## config.mk

```make
export PLATFORM = sky130hd
export DESIGN_NAME = uart_rx_fifo
export DESIGN_NICKNAME = d
export VERILOG_FILES = /design/src/rtl/uart_pkg.sv /design/src/rtl/sync_fifo.sv /design/src/rtl/uart_rx_fifo.sv
export SDC_FILE = /design/constraint.sdc
export NUM_CORES = 1
export LEC_CHECK = 0
export BUFFER_PORTS_ARGS = -buffer_cell sky130_fd_sc_hd__buf_2
export CORE_ASPECT_RATIO = 1.25
export CORE_UTILIZATION = 50
export DETAILED_ROUTE_END_ITERATION = 10
export PLACE_DENSITY = 0.66
export SETUP_SLACK_MARGIN = 0.2
export SYNTH_ARGS = -nofsm -noshare
export SYNTH_HDL_FRONTEND = slang
export SYNTH_SLANG_ARGS = --single-unit
```

## constraint.sdc

```tcl
create_clock -name clk -period 5.7 [get_ports clk]
set_input_delay 0.57 -clock clk [delete_from_list [all_inputs] [get_ports clk]]
set_output_delay 0.57 -clock clk [all_outputs]
set_load 0.01 [all_outputs]
```

## src/rtl/uart_pkg.sv

```systemverilog
// UART shared definitions: receiver FSM state encoding and frame data width.
// Intended to be shared by the receiver and a future transmitter.
package uart_pkg;
  localparam int DATA_BITS = 8;

  typedef enum logic [1:0] {
    IDLE,
    START,
    DATA,
    STOP
  } rx_state_t;
endpackage

```

## src/rtl/sync_fifo.sv

```systemverilog
// Synchronous first-word-fall-through FIFO.
// Ports:
//   clk, rst_n  clock, synchronous active-low reset (empties FIFO, zeroes storage)
//   push, din   write request and data; accepted when not full, or when full with a pop
//   pop         read request; ignored while empty
//   dout        head entry (valid when !empty)
//   empty/full  status; count = occupancy 0..DEPTH
module sync_fifo #(
  parameter int WIDTH = 8,
  parameter int DEPTH = 8,
  localparam int AW = $clog2(DEPTH)
) (
  input  logic             clk,
  input  logic             rst_n,
  input  logic             push,
  input  logic [WIDTH-1:0] din,
  input  logic             pop,
  output logic [WIDTH-1:0] dout,
  output logic             empty,
  output logic             full,
  output logic [AW:0]      count
);
  localparam logic [AW:0] FULL_CNT = (AW + 1)'(DEPTH);

  logic [WIDTH-1:0] r_mem [DEPTH];
  logic [AW-1:0]    r_wr_ptr, r_rd_ptr;
  logic [AW:0]      r_count;
  logic             w_do_push, w_do_pop;

  assign empty = (r_count == '0);
  assign full  = (r_count == FULL_CNT);
  assign count = r_count;
  assign dout  = r_mem[r_rd_ptr];

  // A full FIFO can still take a write when the head leaves in the same
  // cycle: the slot being written is the one the head vacates.
  assign w_do_pop  = pop & ~empty;
  assign w_do_push = push & (~full | w_do_pop);

  always_ff @(posedge clk) begin
    if (!rst_n) begin
      r_wr_ptr <= '0;
      r_rd_ptr <= '0;
      r_count  <= '0;
      for (int i = 0; i < DEPTH; i++) r_mem[i] <= '0;
    end else begin
      if (w_do_push) begin
        r_mem[r_wr_ptr] <= din;
        r_wr_ptr        <= r_wr_ptr + 1'b1;
      end
      if (w_do_pop) r_rd_ptr <= r_rd_ptr + 1'b1;
      case ({w_do_push, w_do_pop})
        2'b10:   r_count <= r_count + 1'b1;
        2'b01:   r_count <= r_count - 1'b1;
        default: r_count <= r_count;
      endcase
    end
  end
endmodule

```

## src/rtl/uart_rx_fifo.sv

```systemverilog
// UART 8N1 receiver with receive FIFO, sticky error flags and level interrupt.
// Ports:
//   clk, rst_n   clock, synchronous active-low reset
//   rx           asynchronous serial input, idle high
//   rd_en        pop strobe; rd_data is the FIFO head (first-word-fall-through)
//   rx_empty, rx_full, fifo_count   FIFO status
//   frame_err    sticky: stop bit sampled low
//   overrun      sticky: byte completed while FIFO full and not popped that cycle
//   clr_err      clears both sticky flags
//   irq          level: data available or any error flag set
module uart_rx_fifo
  import uart_pkg::*;
#(
  parameter int CLKS_PER_BIT = 347,
  parameter int FIFO_DEPTH   = 8
) (
  input  logic                          clk,
  input  logic                          rst_n,
  input  logic                          rx,
  input  logic                          rd_en,
  output logic [DATA_BITS-1:0]          rd_data,
  output logic                          rx_empty,
  output logic                          rx_full,
  output logic [$clog2(FIFO_DEPTH):0]   fifo_count,
  output logic                          frame_err,
  output logic                          overrun,
  input  logic                          clr_err,
  output logic                          irq
);
  localparam int BW = $clog2(CLKS_PER_BIT);
  localparam int NW = $clog2(DATA_BITS);
  localparam logic [BW-1:0] BAUD_LAST = BW'(CLKS_PER_BIT - 1);
  localparam logic [BW-1:0] BAUD_HALF = BW'(CLKS_PER_BIT / 2 - 1);
  localparam logic [NW-1:0] BIT_LAST  = NW'(DATA_BITS - 1);

  rx_state_t            r_state, w_state_next;
  logic                 r_rx_meta, r_rx_sync, r_rx_prev;
  logic [BW-1:0]        r_baud;
  logic [NW-1:0]        r_bit;
  logic [DATA_BITS-1:0] r_shift;
  logic                 r_frame_err, r_overrun;
  logic                 w_baud_last, w_baud_half;
  logic                 w_push, w_frame_evt, w_overrun_evt;
  logic                 w_empty, w_full;

  assign w_baud_last = (r_baud == BAUD_LAST);
  assign w_baud_half = (r_baud == BAUD_HALF);

  // State register
  always_ff @(posedge clk) begin
    if (!rst_n) r_state <= IDLE;
    else        r_state <= w_state_next;
  end

  // Next state and per-cycle events
  always_comb begin
    w_state_next = r_state;
    w_push       = 1'b0;
    w_frame_evt  = 1'b0;
    case (r_state)
      // Only a falling edge starts a frame, so a line stuck low after a
      // framing error does not retrigger.
      IDLE:  if (r_rx_prev & ~r_rx_sync) w_state_next = START;
      START: if (w_baud_half) w_state_next = r_rx_sync ? IDLE : DATA;
      DATA:  if (w_baud_last && r_bit == BIT_LAST) w_state_next = STOP;
      STOP: begin
        if (w_baud_last) begin
          w_state_next = IDLE;
          w_push       = r_rx_sync;
          w_frame_evt  = ~r_rx_sync;
        end
      end
      default: w_state_next = IDLE;
    endcase
  end

  // Full FIFO is never empty, so a pending rd_en always frees a slot.
  assign w_overrun_evt = w_push & w_full & ~rd_en;

  // Synchroniser, baud/bit counters, shift register, sticky flags
  always_ff @(posedge clk) begin
    if (!rst_n) begin
      r_rx_meta   <= 1'b1;
      r_rx_sync   <= 1'b1;
      r_rx_prev   <= 1'b1;
      r_baud      <= '0;
      r_bit       <= '0;
      r_shift     <= '0;
      r_frame_err <= 1'b0;
      r_overrun   <= 1'b0;
    end else begin
      r_rx_meta <= rx;
      r_rx_sync <= r_rx_meta;
      r_rx_prev <= r_rx_sync;

      // Counter restarts on every state change and at each data bit boundary.
      if (r_state != w_state_next || (r_state == DATA && w_baud_last))
        r_baud <= '0;
      else if (r_state != IDLE)
        r_baud <= r_baud + 1'b1;

      if (r_state == START) begin
        r_bit <= '0;
      end else if (r_state == DATA && w_baud_last) begin
        r_shift <= {r_rx_sync, r_shift[DATA_BITS-1:1]};
        r_bit   <= r_bit + 1'b1;
      end

      // Set after clear so a coincident error event keeps the flag high.
      if (clr_err)       r_frame_err <= 1'b0;
      if (w_frame_evt)   r_frame_err <= 1'b1;
      if (clr_err)       r_overrun   <= 1'b0;
      if (w_overrun_evt) r_overrun   <= 1'b1;
    end
  end

  sync_fifo #(
    .WIDTH (DATA_BITS),
    .DEPTH (FIFO_DEPTH)
  ) u_fifo (
    .clk   (clk),
    .rst_n (rst_n),
    .push  (w_push),
    .din   (r_shift),
    .pop   (rd_en),
    .dout  (rd_data),
    .empty (w_empty),
    .full  (w_full),
    .count (fifo_count)
  );

  assign rx_empty  = w_empty;
  assign rx_full   = w_full;
  assign frame_err = r_frame_err;
  assign overrun   = r_overrun;
  assign irq       = ~w_empty | r_frame_err | r_overrun;
endmodule

```

==> summary.md <==
STA classifies the critical path endpoint as an output port. Summed over all layers, the global routing overflow is 0. Among all cell types in the netlist, the one instantiated most often is sky130_fd_sc_hd__edfxtp_1. The largest individual stage delay along the critical path comes from the cell sky130_fd_sc_hd__dfxtp_1.

IR analysis of the VDD net gives a maximum drop of 152 uV. The post-synthesis xor/xnor area fraction was 0.0234; the H-tree depth was 3. The share of cell area taken by muxes after synthesis was 0.113.

The number of enable flip-flop cells after synthesis was 64; the post-route DRC violation count was 0. The routed layout has 3069 vias. The fraction of post-synthesis cell area in the top cell type by area is 0.395, and the worst clock skew is 0.00686 ns. The number of warnings issued by yosys was 0.

The min-delay analysis places its worst path in the category flip-flop to flip-flop. Clock latency on the worst-skew pair, taken at its later pin, is 0.34 ns. The TritonCTS buffer count was 9; the transition time of the tightest slew-check pin was 1.14 ns. The tools report the area of the placeable core as 9270 um^2.

The floorplan has 39 rows. The combinational family with the most area after synthesis is simple AND/OR/NAND/NOR gates. For the number of pins with negative max-slew slack in the final report, the log shows 0. Maximum number of pins on one net before global-route repair: 27. The area share of fa/ha/maj cells after synthesis works out to 0.0257.

The mapped netlist covers 4860 um^2. In this run the mean area of a mapped cell was 12.2 um^2. The global router's overall resource usage is 0.214, and the static power due to leakage is 1.78 nW.

Sum of negative setup slack: 0 ns. sky130_fd_sc_hd__edfxtp_1 takes more of the synthesized area than any other cell. The logs give 4 for the total iterations of the first detailed-routing run and 5060 um^2 for the cell area after placement. The register area is 2720 um^2. The clock transition time at the flip-flop clock pins of the worst setup and hold paths came out at 0.06 ns. The die covers 10100 um^2. The logs give 776 for the filler cell count in the final layout and 104 for the number of clock sinks. The number of placed I/O pins is 22, and the sum of buffers and inverters on the critical path is 1. The logs give 0.335 GHz for the peak clock frequency supported by timing and 0 for the number of max-cap violations. The largest fanout of any net on the critical path is 16. The critical path is of the flip-flop to output port type.

The power density relative to cell area was 281 nW/um^2; the largest stage delay on the critical path was 0.98 ns. At the end of routability-driven placement, the weighted congestion stood at 0.798. The async set-reset flop share out of synthesis came out at 0.

The area share of and/or/nand/nor cells after synthesis was 0.193. The number of instances resized during post-cts repair is 0. The commonest cells after synthesis are 64 x sky130_fd_sc_hd__edfxtp_1, 56 x sky130_fd_sc_hd__nor2_1, 40 x sky130_fd_sc_hd__dfxtp_1. Counting every instance in the synthesized netlist gives 398. Post-CTS timing repair inserted 0 buffers for setup.

The signal on the critical path passes through mux4_2 -> mux2_2 -> buf_2. The post-synthesis compound-gate area fraction was 0.0615; the average routed wire per standard cell was 18.8 um. In this run the vertical extent of the chip is 112 um. The initial core utilization was 0.525; the minimum clock period after layout was 2.98 ns. The tools report the area of combinational cells with multiple inputs as 2030 um^2. The portion of the post-synthesis area used by sequential elements is 0.560. The root buffer cell chosen for the clock tree is sky130_fd_sc_hd__clkbuf_16. At the worst endpoint, the arrival time is 2.41 ns.

The number of DRC markers after the initial detailed-route iteration was 266. The required time at the worst-slack endpoint came out at 5.13 ns. Among all flip-flop cells after synthesis, the most frequent one is sky130_fd_sc_hd__edfxtp_1. The run gives 0 as the total setup violations reported at the end of the flow. Via count of the first global-routing pass: 3026. Post-detailed-route count of antenna-violating nets: 0. The logs give 0.234 for the worst relative slew slack and 7090 um for the post-detailed-placement half-perimeter wirelength. The post-synthesis net count is 413. The antenna diode instance count came out at 0. The run finished with clean final reports. The startpoint type of the worst setup path is a flip-flop.

Synthesized flop and latch total: 104. TritonCTS built the clock tree. The first global-routing pass estimated 16300 um of wire. Category of cells accounting for the largest share of critical-path delay: flip-flops. Setup repair after global routing left no endpoint under its margin.

The final wirelength came out at 10100 um. After detailed routing, the number of vias per cell comes to 5.68. The x dimension of the die came out at 90.2 um.

The clock passes through at most 2 buffers. The count of port buffers added during placement came out at 21. The final critical-path share of the clock period was 0.523; the number of buffers inserted for hold repair after clock tree synthesis was 0. The net count of the finished layout is 429.

Yosys attributes the largest share of cell area to sky130_fd_sc_hd__edfxtp_1 40%, sky130_fd_sc_hd__dfxtp_1 16%, sky130_fd_sc_hd__mux4_2 7.4%. The number of antenna violations at the first check in global routing is 0, and the fraction of layout instances using a drive strength above 1 is 0.175. The tools report the total count of hold-check failures in the final report as 0. After synthesis, the netlist uses 48 different library cells.

From synthesis to final layout, the design area changed by 10.2%. The final design instance area without fill is 5360 um^2.
## per-layer routing
layer	track usage	up-vias	share of wire
li1	-	1475	-
met1	0.262	1517	0.42
met2	0.377	62	0.53
met3	0.0210	15	0.029
met4	0.106	0	0.023
met5	0	-	0
## cell type report
type,instances,area share
Clock buffer,10,0.0427
Timing Repair Buffer,22,0.0210
Sequential cell,104,0.508
Clock inverter,4,0.0133
Inverter,12,0.00840
Multi-Input combinational cell,265,0.378
Tap cell,123,0.0287
## stage by stage
stage	setup slack [ns]	hold slack [ns]	utilization	total power, mW	std cells
6_report	2.72	0.408	0.578	1.51	540
4_1_cts	2.64	0.403	0.578	1.52	540
3_5_place_dp	2.39	0.394	0.546	0.893	526
2_1_floorplan	3.03	0.386	-	0.874	398
5_1_grt	2.44	0.417	0.578	1.55	540
3_3_place_gp	2.53	0.390	0.546	0.891	526
## cells in the final DEF, fill, tap and decap left out, drive strengths merged, types with 10 or more instances in the layout
| cell type | instances |
|---|---|
| buf | 22 |
| nor2 | 56 |
| nand2b | 13 |
| dfxtp | 40 |
| nand3 | 14 |
| clkbuf | 10 |
| mux4 | 16 |
| and2 | 32 |
| edfxtp | 64 |
| inv | 11 |
| a21oi | 13 |
| o21ai | 10 |
| nand2 | 13 |
| mux2i | 10 |
| ha | 10 |
## sequential cells by signal (all words and copies together), names as in the netlist, 2 cells and up, named ones only
name             flops
u_fifo.r_mem        64
u_fifo.r_wr_ptr      3
r_bit                3
u_fifo.count         4
r_shift              8
r_state              2
u_fifo.r_rd_ptr      3
r_baud               9
## path summary, 6_finish.rpt
check	endpoint	cells after the start	start	slack, ns
worst min register to register	r_rx_sync	1	r_rx_meta	0.41
worst max-delay path	rd_data[5]	3	flip-flop	2.72
worst min-delay path	r_rx_sync	1	r_rx_meta	0.41
worst max register to register	u_fifo.count[2]	12	r_baud[0]	2.75
## cells by family (layout without fill, tap and decap cells)
logic type | count (synthesis) | count (layout)
fa+ha+maj | 10 | 10
buf+inv | 29 | 48
xor+xnor | 13 | 13
mux | 34 | 34
simple gates | 165 | 165
flops | 104 | 104
compound gates | 43 | 43
## worst register-to-register path: cells and delay by family, from the launching register on
kind	cells	cell delay (ns)
XOR/XNOR	2	0.25
adder cells (fa/ha/maj)	3	0.67
flip-flops	1	0.33
buffers and inverters	1	0.12
AND/OR/NAND/NOR	4	1.20
AO/OA/AOI/OAI	2	0.30
## where the power goes
group | internal (mW) | switching, mW
clock | 0.378 | 0.253
sequential | 0.821 | 0.0112
combinational | 0.0173 | 0.0263
No activity file was read; power rests on OpenSTA's default activity.
